==> src/rtl/rst_sequencer.sv <==
// rtl/rst_sequencer.sv - PLL-lock qualified, staggered multi-domain reset sequencer.
// Optional 1 Hz status blink in RUN is built only with RST_SEQ_HEARTBEAT_EN defined.
module rst_sequencer #(
  parameter int CLK_MHZ        = 50,
  parameter int N_DOMAINS      = 2,
  parameter int STRETCH_CYCLES = 64,
  parameter int STAGGER_CYCLES = 16,
  parameter int LOCK_FILTER    = 32
) (
  input  logic                 clk,
  input  logic                 rst,
  input  logic                 locked,
  input  logic                 soft_rst,
  output logic [N_DOMAINS-1:0] rst_out,
  output logic                 ready,
  output logic [2:0]           state,
  output logic [7:0]           lock_loss_cnt,
  output logic                 heartbeat
);

  typedef enum logic [2:0] {
    HOLD      = 3'd0,
    WAIT_LOCK = 3'd1,
    STRETCH   = 3'd2,
    RELEASE   = 3'd3,
    RUN       = 3'd4
  } state_t;

  // A single domain still spends one cycle in RELEASE before RUN.
  localparam int STAG_LAST = (N_DOMAINS == 1) ? 1 : (N_DOMAINS - 1) * STAGGER_CYCLES;
  localparam int FW = $clog2(LOCK_FILTER + 1);
  localparam int SW = $clog2(STRETCH_CYCLES + 1);
  localparam int GW = $clog2(STAG_LAST + 1);

  localparam logic [FW-1:0] FILT_END = FW'(LOCK_FILTER - 1);
  localparam logic [SW-1:0] STR_END  = SW'(STRETCH_CYCLES - 1);
  localparam logic [GW-1:0] STAG_END = GW'(STAG_LAST);

  state_t st_q, st_n;
  logic locked_m, locked_s;
  logic [FW-1:0] filt_q, filt_n;
  logic [SW-1:0] str_q, str_n;
  logic [GW-1:0] stag_q, stag_n, stag_inc;
  logic [N_DOMAINS-1:0] rst_out_n;
  logic ready_n;
  logic [7:0] lcnt_n;
  logic lose;

  function automatic logic [N_DOMAINS-1:0] stagger_mask(input logic [GW-1:0] elapsed);
    logic [N_DOMAINS-1:0] m;
    for (int i = 0; i < N_DOMAINS; i++) begin
      m[i] = (elapsed < GW'(i * STAGGER_CYCLES));
    end
    return m;
  endfunction

  always_comb begin
    st_n      = st_q;
    filt_n    = filt_q;
    str_n     = str_q;
    stag_n    = stag_q;
    rst_out_n = '1;
    ready_n   = 1'b0;
    lcnt_n    = lock_loss_cnt;
    stag_inc  = stag_q + 1'b1;
    lose      = !locked_s && (st_q == STRETCH || st_q == RELEASE || st_q == RUN);

    // Lock loss outranks everything, including a coincident soft reset.
    if (lose) begin
      st_n   = WAIT_LOCK;
      filt_n = '0;
      if (lock_loss_cnt != 8'hFF) begin
        lcnt_n = lock_loss_cnt + 1'b1;
      end
    end else begin
      case (st_q)
        HOLD: st_n = WAIT_LOCK;
        WAIT_LOCK: begin
          if (!locked_s) begin
            filt_n = '0;
          end else if (filt_q == FILT_END) begin
            st_n   = STRETCH;
            filt_n = '0;
            str_n  = '0;
          end else begin
            filt_n = filt_q + 1'b1;
          end
        end
        STRETCH: begin
          if (str_q == STR_END) begin
            st_n      = RELEASE;
            stag_n    = '0;
            rst_out_n = stagger_mask('0);
          end else begin
            str_n = str_q + 1'b1;
          end
        end
        RELEASE: begin
          if (stag_inc == STAG_END) begin
            st_n      = RUN;
            rst_out_n = '0;
            ready_n   = 1'b1;
          end else begin
            stag_n    = stag_inc;
            rst_out_n = stagger_mask(stag_inc);
          end
        end
        RUN: begin
          if (soft_rst) begin
            st_n  = STRETCH;
            str_n = '0;
          end else begin
            rst_out_n = '0;
            ready_n   = 1'b1;
          end
        end
        default: st_n = HOLD;
      endcase
    end
  end

  always_ff @(posedge clk or posedge rst) begin
    if (rst) begin
      st_q          <= HOLD;
      locked_m      <= 1'b0;
      locked_s      <= 1'b0;
      filt_q        <= '0;
      str_q         <= '0;
      stag_q        <= '0;
      rst_out       <= '1;
      ready         <= 1'b0;
      lock_loss_cnt <= 8'd0;
    end else begin
      locked_m      <= locked;
      locked_s      <= locked_m;
      st_q          <= st_n;
      filt_q        <= filt_n;
      str_q         <= str_n;
      stag_q        <= stag_n;
      rst_out       <= rst_out_n;
      ready         <= ready_n;
      lock_loss_cnt <= lcnt_n;
    end
  end

  assign state = st_q;

`ifdef RST_SEQ_HEARTBEAT_EN
  localparam int HB_HALF = CLK_MHZ * 500000;
  logic [31:0] hb_cnt;

  always_ff @(posedge clk or posedge rst) begin
    if (rst) begin
      hb_cnt    <= 32'd0;
      heartbeat <= 1'b0;
    end else if (st_n != RUN) begin
      hb_cnt    <= 32'd0;
      heartbeat <= 1'b0;
    end else if (hb_cnt == 32'(HB_HALF - 1)) begin
      hb_cnt    <= 32'd0;
      heartbeat <= ~heartbeat;
    end else begin
      hb_cnt <= hb_cnt + 32'd1;
    end
  end
`else
  assign heartbeat = 1'b0 & (CLK_MHZ > 0);
`endif

endmodule

==> config.mk <==
export PLATFORM = sky130hd
export DESIGN_NAME = rst_sequencer
export DESIGN_NICKNAME = d
export VERILOG_FILES = /design/src/rtl/rst_sequencer.sv
export SDC_FILE = /design/constraint.sdc
export NUM_CORES = 1
export LEC_CHECK = 0
export CORE_ASPECT_RATIO = 1.25
export CORE_UTILIZATION = 50
export CTS_BUF_LIST = sky130_fd_sc_hd__clkbuf_8
export CTS_CLUSTER_SIZE = 12
export DETAILED_ROUTE_END_ITERATION = 10
export PLACE_DENSITY = 0.75
export RECOVER_POWER = 50
export SYNTH_ARGS = -nofsm -noshare
export SYNTH_HDL_FRONTEND = slang
export SYNTH_SLANG_ARGS = --single-unit
export TNS_END_PERCENT = 5
==> constraint.sdc <==
create_clock -name clk -period 1.8 [get_ports clk]
set_input_delay 0.36 -clock clk [delete_from_list [all_inputs] [get_ports clk]]
set_output_delay 0.36 -clock clk [all_outputs]
set_load 0.1 [all_outputs]
==> impl_metrics.csv, run 1 <==
group,metric,value,unit
die,core_area,3480,um2
sta,final-setup-viol-count,1,
grt,grt_overflow_total,0,
clock_network,h-tree-depth,2,
grt,grt_pass1_wl,7070,um
worst_setup_path,r2r_start,"state[1]",
final_layout,antenna_cells,0,
worst_setup_path,arrival,1.98,ns
clock_network,cts_tree,"done",
sta,clock-skew-final,0.00980,ns
drt,viasPerCell,6.02,
place,place_congestion,0.911,
synthesis,ys_ff_latch,34,
synthesis,synth_top_area_cell,"dfrtp_1",
clock_network,root_buffer,"clkbuf_8",
status,outcome,"finished with violations",
sta,slew_viol_final,0,
worst_setup_path,startpoint,"state[1]",
drt,wl,4120,um
drt,dr.first_iter.drc_count,42,
grt,grt_start_max_net_pins,35,
synthesis,yosysTopAreaCellShare,44.3,%
die,fp.dieW,55.8,um
synthesis,yosysMostFrequentCell,"dfrtp_1",
synthesis,syn_area,1810,um2
sta,finalWorstSetupSlack,-0.00682,ns
drt,antenna_left,0,
final_layout,final_util,71.1,%
die,fp.dieH,69.2,um
worst_setup_path,worstPathRequired,1.97,ns
sta,period_needed,1.81,ns
die,fp-row-count,24,
place,port_buffers,17,
worst_setup_path,start_kind,"flip-flop",
synthesis,yosys.cell_types.count,48,
grt,grt_pass1_vias,1578,
clock_network,clk_pin_slew,0.08,ns
clock_network,cts.path.max_buffers,2,
worst_hold_path,holdCritPathClass,"flip-flop to flip-flop",
status,violations,"setup timing",
synthesis,synth_ff_type,"dfrtp_1",
pwr,ir_worst_vdd,0.559,mV
clock_network,cts_sinks,34,
worst_setup_path,worstRegToRegCells,4,
worst_setup_path,reg2reg_slack,-0.007,ns
final_layout,syn_to_final_growth,37.1,%
drt,drc,0,
drt,wl_per_cell,15.9,um
sta,max-slew-margin-rel,44.5,%
synthesis,synthTopCellsByCount,"dfrtp_1, nand3_1, nor2_1, and3_1, nand2_1",
grt,antenna_found_initial,0,
worst_setup_path,crit_end,"filt_q[0]",
flow_run,drv_cap,0,
synthesis,async_flop_share,100,%
drt,vias,1552,
final_layout,nets,226,
die,die-area,3860,um2
final_layout,design_area,2480,um2
place,dpl_cell_area,2380,um2
sta,rsz0062_at_grt,"true",
drt,dr.pass1.iters,5,
place,dpl.hpwl,3050,um
grt,gr-usage-all-layers,23.2,%
synthesis,ys_seq_area_share,47.2,%
pwr,powerDensity,586,nW/um2
die,num_io_pins,19,
worst_setup_path,worst-setup-path-type,"flip-flop to flip-flop",
sta,worstMarginPinSlew,0.833,ns
synthesis,synthCells,177,
final_layout,drive_gt1_share,32.9,%
clock_network,clk_latency,0.30,ns
synthesis,syn_nets,185,
die,initial_core_util,51.9,%
synthesis,synthTopCellsByArea,"dfrtp_1, nand3_1, and3_1",
worst_setup_path,crit_path_end_kind,"flip-flop",
clock_network,numCtsBuffers,5,
worst_setup_path,r2r-end,"filt_q[0]",
clock_network,cts_hold_buf,0,
worst_setup_path,cp_max_fo,14,
sta,finalHoldViolations,0,
synthesis,synth_edf_count,0,
pwr,p_leak,1.12,nW
pwr,power,1.45,mW
synthesis,yosys_warnings,0,
synthesis,syn_avg_cell_area,10.2,um2
sta,timing.fmax,553,MHz
sta,period_share,100,%
sta,tns,-0.00682,ns
==> power by group <==
| group | total, mW | switching, mW | internal (mW) |
|---|---|---|---|
| Clock | 0.585 | 0.282 | 0.303 |
| Sequential | 0.780 | 0.00731 | 0.773 |
| Combinational | 0.0855 | 0.0536 | 0.0319 |
==> registers in the layout (all words and copies together), names as in the netlist <==
name,cells
lock_loss_cnt,8
str_q,7
filt_q,6
stag_q,5
state,3
rst_out,2
locked_m,1
locked_s,1
ready,1
==> how the worst min path moves through the flow <==
stage                   from        to  slack (ns)  cells after the start
floorplan           locked_m  locked_s        0.33                      0
global placement    locked_m  locked_s        0.33                      0
detailed placement  locked_m  locked_s        0.35                      0
CTS                 locked_m  locked_s        0.36                      0
global route        locked_m  locked_s        0.36                      0
finish              locked_m  locked_s        0.36                      0
==> placed cells by master (no fill, tap or decap), types with 3 or more instances in the layout <==
master	netlist	routed
dfrtp_1	32	25
buf_4	1	21
buf_12	0	14
nand3_1	13	13
nor2_1	11	11
nand2_1	9	9
and3_1	10	8
a21oi_1	7	7
o21ai_0	7	6
xnor2_1	6	6
clkbuf_8	0	6
inv_1	4	5
nor2b_1	4	4
mux2_2	4	4
o31ai_1	4	4
a21o_1	4	4
ha_1	4	4
dfrtp_2	0	4
nand4b_1	3	3
nor3_1	3	3
nand4_1	3	3
dfrtp_4	0	3
==> cell type report <==
class                           instances  area (um2)
Fill cell                             254        1010
Multi-Input combinational cell        132         971
Sequential cell                        34         870
Timing Repair Buffer                   40         478
Clock buffer                            6        82.6
Tap cell                               39        48.8
Inverter                                5        18.8
Clock inverter                          2        8.76
==> repair_timing <==
item | in CTS | in global routing
endpoints found under the setup margin | 1 | 9
resized for setup | 1 | 3
pin swaps | 0 | 3
buffers inserted | 0 | 2
==> kinds of logic (layout without fill, tap and decap cells) <==
| family | Yosys count | count (layout) | share of synthesized area [%] |
|---|---|---|---|
| muxes | 6 | 6 | 3.60 |
| buffers and inverters | 11 | 53 | 2.63 |
| DFF | 34 | 34 | 47.2 |
| AOI/OAI and AO/OA | 42 | 42 | 17.2 |
| and+or+nand+nor | 71 | 71 | 22.5 |
| adders and majority gates | 4 | 4 | 2.77 |
| other | 1 | 1 | 0.208 |
| xor gates and xnor gates | 8 | 8 | 3.88 |
==> worst max-delay path: stages (launching register included) <==
cell	delay, ns
dfrtp_4	0.56
or2_2	0.33
a31oi_2	0.38
nor2b_1	0.13
mux2_2	0.28
==> metal layers <==
metal  part of all wire (%)  GRT usage, %
met1                     43          28.0
met2                     52          39.2
met3                    3.6          5.41
met4                    1.5          10.3
met5                      0             0
==> stage by stage <==
stage          cells  hold slack, ns  setup slack [ns]
2_1_floorplan    177           0.331           -0.0923
3_3_place_gp     248           0.335            0.0647
3_5_place_dp     248           0.349        -0.0000804
4_1_cts          256           0.364           0.00177
5_1_grt          258           0.364           -0.0363
6_report         258           0.359          -0.00682
Power figures use the tool's default switching activity.
==> inputs of run 2 (changes only) <==
CORE_MARGIN = 3   (was unset)
CORE_UTILIZATION = 45   (was 50)
GPL_TIMING_DRIVEN = 0   (was unset)
PLACE_DENSITY = 0.68   (was 0.75)
==> impl_metrics.csv, run 2 (synthesized netlist as in run 1, its figures left out) <==
group,metric,value,unit
sta,rsz0062_at_grt,"true",
sta,period_share,99.0,%
grt,grt_pass1_vias,1480,
pwr,swShare,20.9,%
drt,dr.pass1.iters,4,
worst_setup_path,crit_end,"stag_q[1]",
final_layout,drive_gt1_share,35.2,%
sta,period_needed,1.78,ns
pwr,internal-power,1.19,mW
sta,timing.fmax,561,MHz
final_layout,nets,220,
status,outcome,"finished clean",
sta,final-setup-viol-count,0,
sta,finalHoldViolations,0,
sta,worst_hold_slack,0.351,ns
sta,worstMarginPinSlew,0.588,ns
pwr,switchingPower,0.314,mW
final_layout,reg_top3,"lock_loss_cnt: 8 flops, str_q: 7 flops, filt_q: 6 flops",
worst_setup_path,worstRegToRegCells,5,
sta,finalWorstSetupSlack,0.0179,ns
final_layout,final_common_cell,"dfrtp_1",
worst_setup_path,worstPathRequired,1.97,ns
clock_network,cts.path.max_buffers,2,
die,initial_core_util,47.3,%
drt,wl,4020,um
worst_setup_path,cp_max_fo,6,
place,dpl.hpwl,2790,um
die,die-area,4820,um2
die,fp.dieH,76.8,um
sta,slew_viol_final,0,
final_layout,regMostFlops,"lock_loss_cnt",
die,core_area,3820,um2
drt,drc,0,
pwr,power,1.50,mW
clock_network,cts_tree,"done",
worst_setup_path,start_kind,"flip-flop",
pwr,pwr-share-comb,5.2,%
clock_network,root_buffer,"clkbuf_8",
clock_network,clk_pin_slew,0.06,ns
final_layout,final_cell_mix,"dfrtp_1, buf_4, nand3_1, clkdlybuf4s15_2, nor2_1",
pwr,clock_power_share,42.6,%
grt,grt_overflow_total,0,
clock_network,h-tree-depth,2,
grt,gr-usage-all-layers,17.7,%
pwr,p_leak,1.02,nW
worst_setup_path,r2r_start,"stag_q[0]",
final_layout,largest_register_ffs,8,
drt,wl_per_cell,15.0,um
grt,grt_pass1_wl,6860,um
grt,grt_start_max_net_pins,35,
die,num_io_pins,19,
worst_hold_path,holdCritPathClass,"flip-flop to flip-flop",
worst_setup_path,reg2reg_slack,0.02,ns
drt,vias,1537,
place,port_buffers,17,
worst_setup_path,startpoint,"stag_q[0]",
worst_setup_path,r2r-end,"stag_q[1]",
sta,clock-skew-final,0.00340,ns
flow_run,drv_cap,0,
place,dpl_worst_slack,-0.289,ns
worst_setup_path,arrival,1.95,ns
drt,viasPerCell,5.76,
drt,antenna_left,0,
die,fp.dieW,62.7,um
pwr,powerDensity,627,nW/um2
drt,dr.first_iter.drc_count,81,
worst_setup_path,worst-setup-path-type,"flip-flop to flip-flop",
place,dpl_cell_area,2120,um2
clock_network,clk_latency,0.28,ns
pwr,power_frac_seq,52.2,%
clock_network,cts_sinks,34,
pwr,ir_worst_vdd,0.566,mV
grt,antenna_found_initial,0,
final_layout,design_area,2390,um2
sta,max-slew-margin-rel,60.8,%
final_layout,syn_to_final_growth,32.3,%
clock_network,cts_hold_buf,0,
worst_setup_path,crit_path_end_kind,"flip-flop",
place,place_congestion,0.883,
clock_network,numCtsBuffers,5,
die,fp-row-count,25,
final_layout,antenna_cells,0,
[run 2: cell count changes in the layout (fill, tap and decap cells not counted), sizes merged]
cell,before,now
clkdlybuf4s15,0,12
buf,35,14
clkbuf,8,13
inv,6,4
[run 2: critical path, cell delays in order, from the launching register on]
cell and delay (ns):
dfrtp_1 0.45, ha_1 0.29, nand3_2 0.12, nor2_1 0.08, a211oi_4 0.35, mux2_2 0.37
[run 2: repair_timing]
| action | 4_1_cts | 5_1_grt |
|---|---|---|
| gates resized for setup | 52 | 13 |
| setup endpoints to repair | 25 | 14 |
| hold endpoints to repair | 0 | 0 |
| buffers inserted | 1 | 10 |
| pin swaps | 6 | 7 |
[run 2: per-layer routing]
layer / global-route usage (%) / up-vias / part of all wire, %
met5: 0 / - / 0
met4: 6.62 / 0 / 1.5
met3: 3.66 / 7 / 3.8
met2: 30.3 / 41 / 51
met1: 22.0 / 760 / 44
li1: - / 729 / -
[run 2: worst min path at each step]
stage / from / endpoint / slack (ns) / cells after the start
after floorplan: locked_m / locked_s / 0.33 / 0
after global placement: locked_m / locked_s / 0.34 / 0
after detailed placement: locked_m / locked_s / 0.34 / 0
after CTS: locked_m / locked_s / 0.36 / 0
after global routing: locked_m / locked_s / 0.37 / 0
final: locked_m / locked_s / 0.35 / 0
[run 2: layout make-up]
| type | instances | area (um2) |
|---|---|---|
| timing repair buffer | 29 | 265 |
| clock buffer | 8 | 110 |
| buffer | 5 | 38.8 |
| tap | 54 | 67.6 |
| sequential | 34 | 873 |
| fill | 331 | 1430 |
| multi-input combinational | 132 | 1020 |
| inverter | 5 | 18.8 |
[run 2: per-stage QoR]
| stage | instances | setup TNS (ns) | util (%) |
|---|---|---|---|
| after global routing | 267 | -0.136 | 62.7 |
| after floorplan | 177 | -0.610 | - |
| final | 267 | 0 | 62.7 |
| after CTS | 257 | -0.194 | 60.4 |
| after detailed placement | 248 | -7.24 | 55.5 |
| after global placement | 248 | -4.67 | 55.5 |
[run 2: power by group through the flow]
stage | Clock [mW] | Combinational (mW) | Sequential [mW]
6_report | 0.638 | 0.0780 | 0.783
5_1_grt | 0.705 | 0.0862 | 0.783
4_1_cts | 0.656 | 0.0706 | 0.783
3_5_place_dp | 0 | 0.0683 | 0.796
3_3_place_gp | 0 | 0.0667 | 0.795
2_1_floorplan | 0 | 0.0410 | 0.802
==> inputs of run 3 (changes only) <==
CORE_ASPECT_RATIO = unset   (was 1.25)
==> impl_metrics.csv, run 3 (synthesized netlist as in run 1, its figures left out) <==
group,metric,value,unit
die,fp.dieW,69.4,um
drt,wl,4040,um
sta,tns,-0.0188,ns
drt,drc,0,
final_layout,final_util,61.9,%
drt,wl_per_cell,15.7,um
final_layout,drive_gt1_share,31.6,%
clock_network,cts.path.max_buffers,2,
die,core_area,3770,um2
worst_setup_path,slowest_stage,"dfrtp_1",
final_layout,largest_register_ffs,8,
place,place_inst,242,
worst_setup_path,crit_path_cell_trace,"ha_4 -> and3_4 -> a2111o_1 -> and3_4 -> a211o_1",
pwr,p_leak,1.01,nW
die,fp.dieH,69.4,um
sta,rsz0062_at_grt,"true",
clock_network,h-tree-depth,2,
grt,antenna_found_initial,0,
place,port_buffers,17,
worst_setup_path,arrival,1.99,ns
pwr,ir_worst_vdd,0.415,mV
worst_setup_path,max_stage_delay,0.43,ns
grt,grt_overflow_total,0,
worst_setup_path,start_kind,"flip-flop",
worst_setup_path,worstPathRequired,1.97,ns
worst_setup_path,cp_max_fo,6,
die,die-area,4810,um2
final_layout,antenna_cells,0,
worst_setup_path,crit_end,"str_q[2]",
drt,dr.first_iter.drc_count,155,
sta,slew_viol_final,0,
final_layout,nets,216,
status,outcome,"finished with violations",
worst_hold_path,hold_start,"locked_m",
worst_setup_path,reg2reg_slack,-0.02,ns
clock_network,cts_sinks,34,
sta,worst_hold_slack,0.358,ns
sta,period_needed,1.82,ns
worst_setup_path,worst-setup-path-type,"flip-flop to flip-flop",
sta,finalWorstSetupSlack,-0.0188,ns
clock_network,clk_pin_slew,0.07,ns
final_layout,reg_top3,"lock_loss_cnt: 8 flops, str_q: 7 flops, filt_q: 6 flops",
die,initial_core_util,47.9,%
flow_run,drv_cap,0,
place,dpl_cell_area,2110,um2
final_layout,final_cell_mix,"dfrtp_1, clkdlybuf4s15_2, nand3_1",
worst_setup_path,worstRegToRegCells,5,
die,num_io_pins,19,
clock_network,clk_latency,0.28,ns
final_layout,stdcell_count,257,
sta,finalHoldViolations,0,
grt,grt_pass1_vias,1506,
grt,grt_start_max_net_pins,35,
grt,grt_pass1_wl,6790,um
sta,period_share,101,%
clock_network,numCtsBuffers,5,
sta,max-slew-margin-rel,57.7,%
sta,final-setup-viol-count,1,
grt,gr-usage-all-layers,17.0,%
die,fp-row-count,22,
final_layout,syn_to_final_growth,29.3,%
sta,clock-skew-final,0.00675,ns
final_layout,final_common_cell,"dfrtp_1",
worst_setup_path,r2r-end,"str_q[2]",
place,place_congestion,0.874,
place,dpl.hpwl,2720,um
clock_network,cts_tree,"done",
pwr,power,1.37,mW
drt,dr.pass1.iters,6,
worst_hold_path,holdCritPathClass,"flip-flop to flip-flop",
clock_network,root_buffer,"clkbuf_8",
place,dpl_worst_slack,-0.269,ns
final_layout,design_area,2340,um2
final_layout,regMostFlops,"lock_loss_cnt",
drt,antenna_left,0,
status,violations,"setup timing",
sta,worstMarginPinSlew,0.634,ns
worst_setup_path,cp_common_cell,"and3_4",
drt,vias,1542,
worst_setup_path,startpoint,"str_q[0]",
sta,timing.fmax,550,MHz
pwr,powerDensity,587,nW/um2
drt,viasPerCell,6.00,
worst_setup_path,r2r_start,"str_q[0]",
worst_setup_path,crit_path_end_kind,"flip-flop",
run 3: changes by cell type in the layout (fill, tap and decap cells not counted), sizes merged:
cell | before | now
clkbuf | 13 | 8
buf | 14 | 11
inv | 4 | 7
clkdlybuf4s15 | 12 | 13
run 3: what timing repair did:
action | in CTS | in global routing
gates resized for setup | 51 | 13
hold buffers | 0 | 0
endpoints found under the setup margin | 23 | 14
pin swaps | 4 | 6
buffers inserted | 1 | 6
run 3: worst min path at each step:
stage,to,depth (start not counted)
2_1_floorplan,locked_s,0
3_3_place_gp,locked_s,0
3_5_place_dp,locked_s,0
4_1_cts,locked_s,0
5_1_grt,locked_s,0
6_report,locked_s,0
run 3: metal layers:
| metal | GRT usage (%) | vias up | wire, um |
|---|---|---|---|
| met5 | 0 | - | 0 |
| met4 | 7.16 | 0 | 76 |
| met3 | 4.20 | 10 | 158 |
| met2 | 27.8 | 44 | 2020 |
| met1 | 21.4 | 770 | 1780 |
| li1 | - | 718 | - |
run 3: critical path: cells and delay by family, from the launching register on:
kind                       cells  cell delay [ns]
and+or+nand+nor                2             0.39
adders and majority gates      1             0.18
AOI/OAI and AO/OA              2             0.69
DFF                            1             0.43
run 3: power by group:
| part | internal [mW] | leakage, nW | switching, mW |
|---|---|---|---|
| logic | 0.0277 | 0.515 | 0.0523 |
| registers | 0.773 | 0.438 | 0.00972 |
| clock network | 0.257 | 0.0519 | 0.250 |
| total | 1.06 | 1.01 | 0.312 |
run 3: final cells by class:
| class | instances | area (um2) |
|---|---|---|
| inverter | 5 | 18.8 |
| sequential | 34 | 870 |
| multi-input combinational | 132 | 1030 |
| fill | 302 | 1440 |
| tap | 48 | 60.1 |
| clock inverter | 3 | 11.3 |
| buffer | 5 | 38.8 |
| clock buffer | 5 | 68.8 |
| timing repair buffer | 25 | 239 |
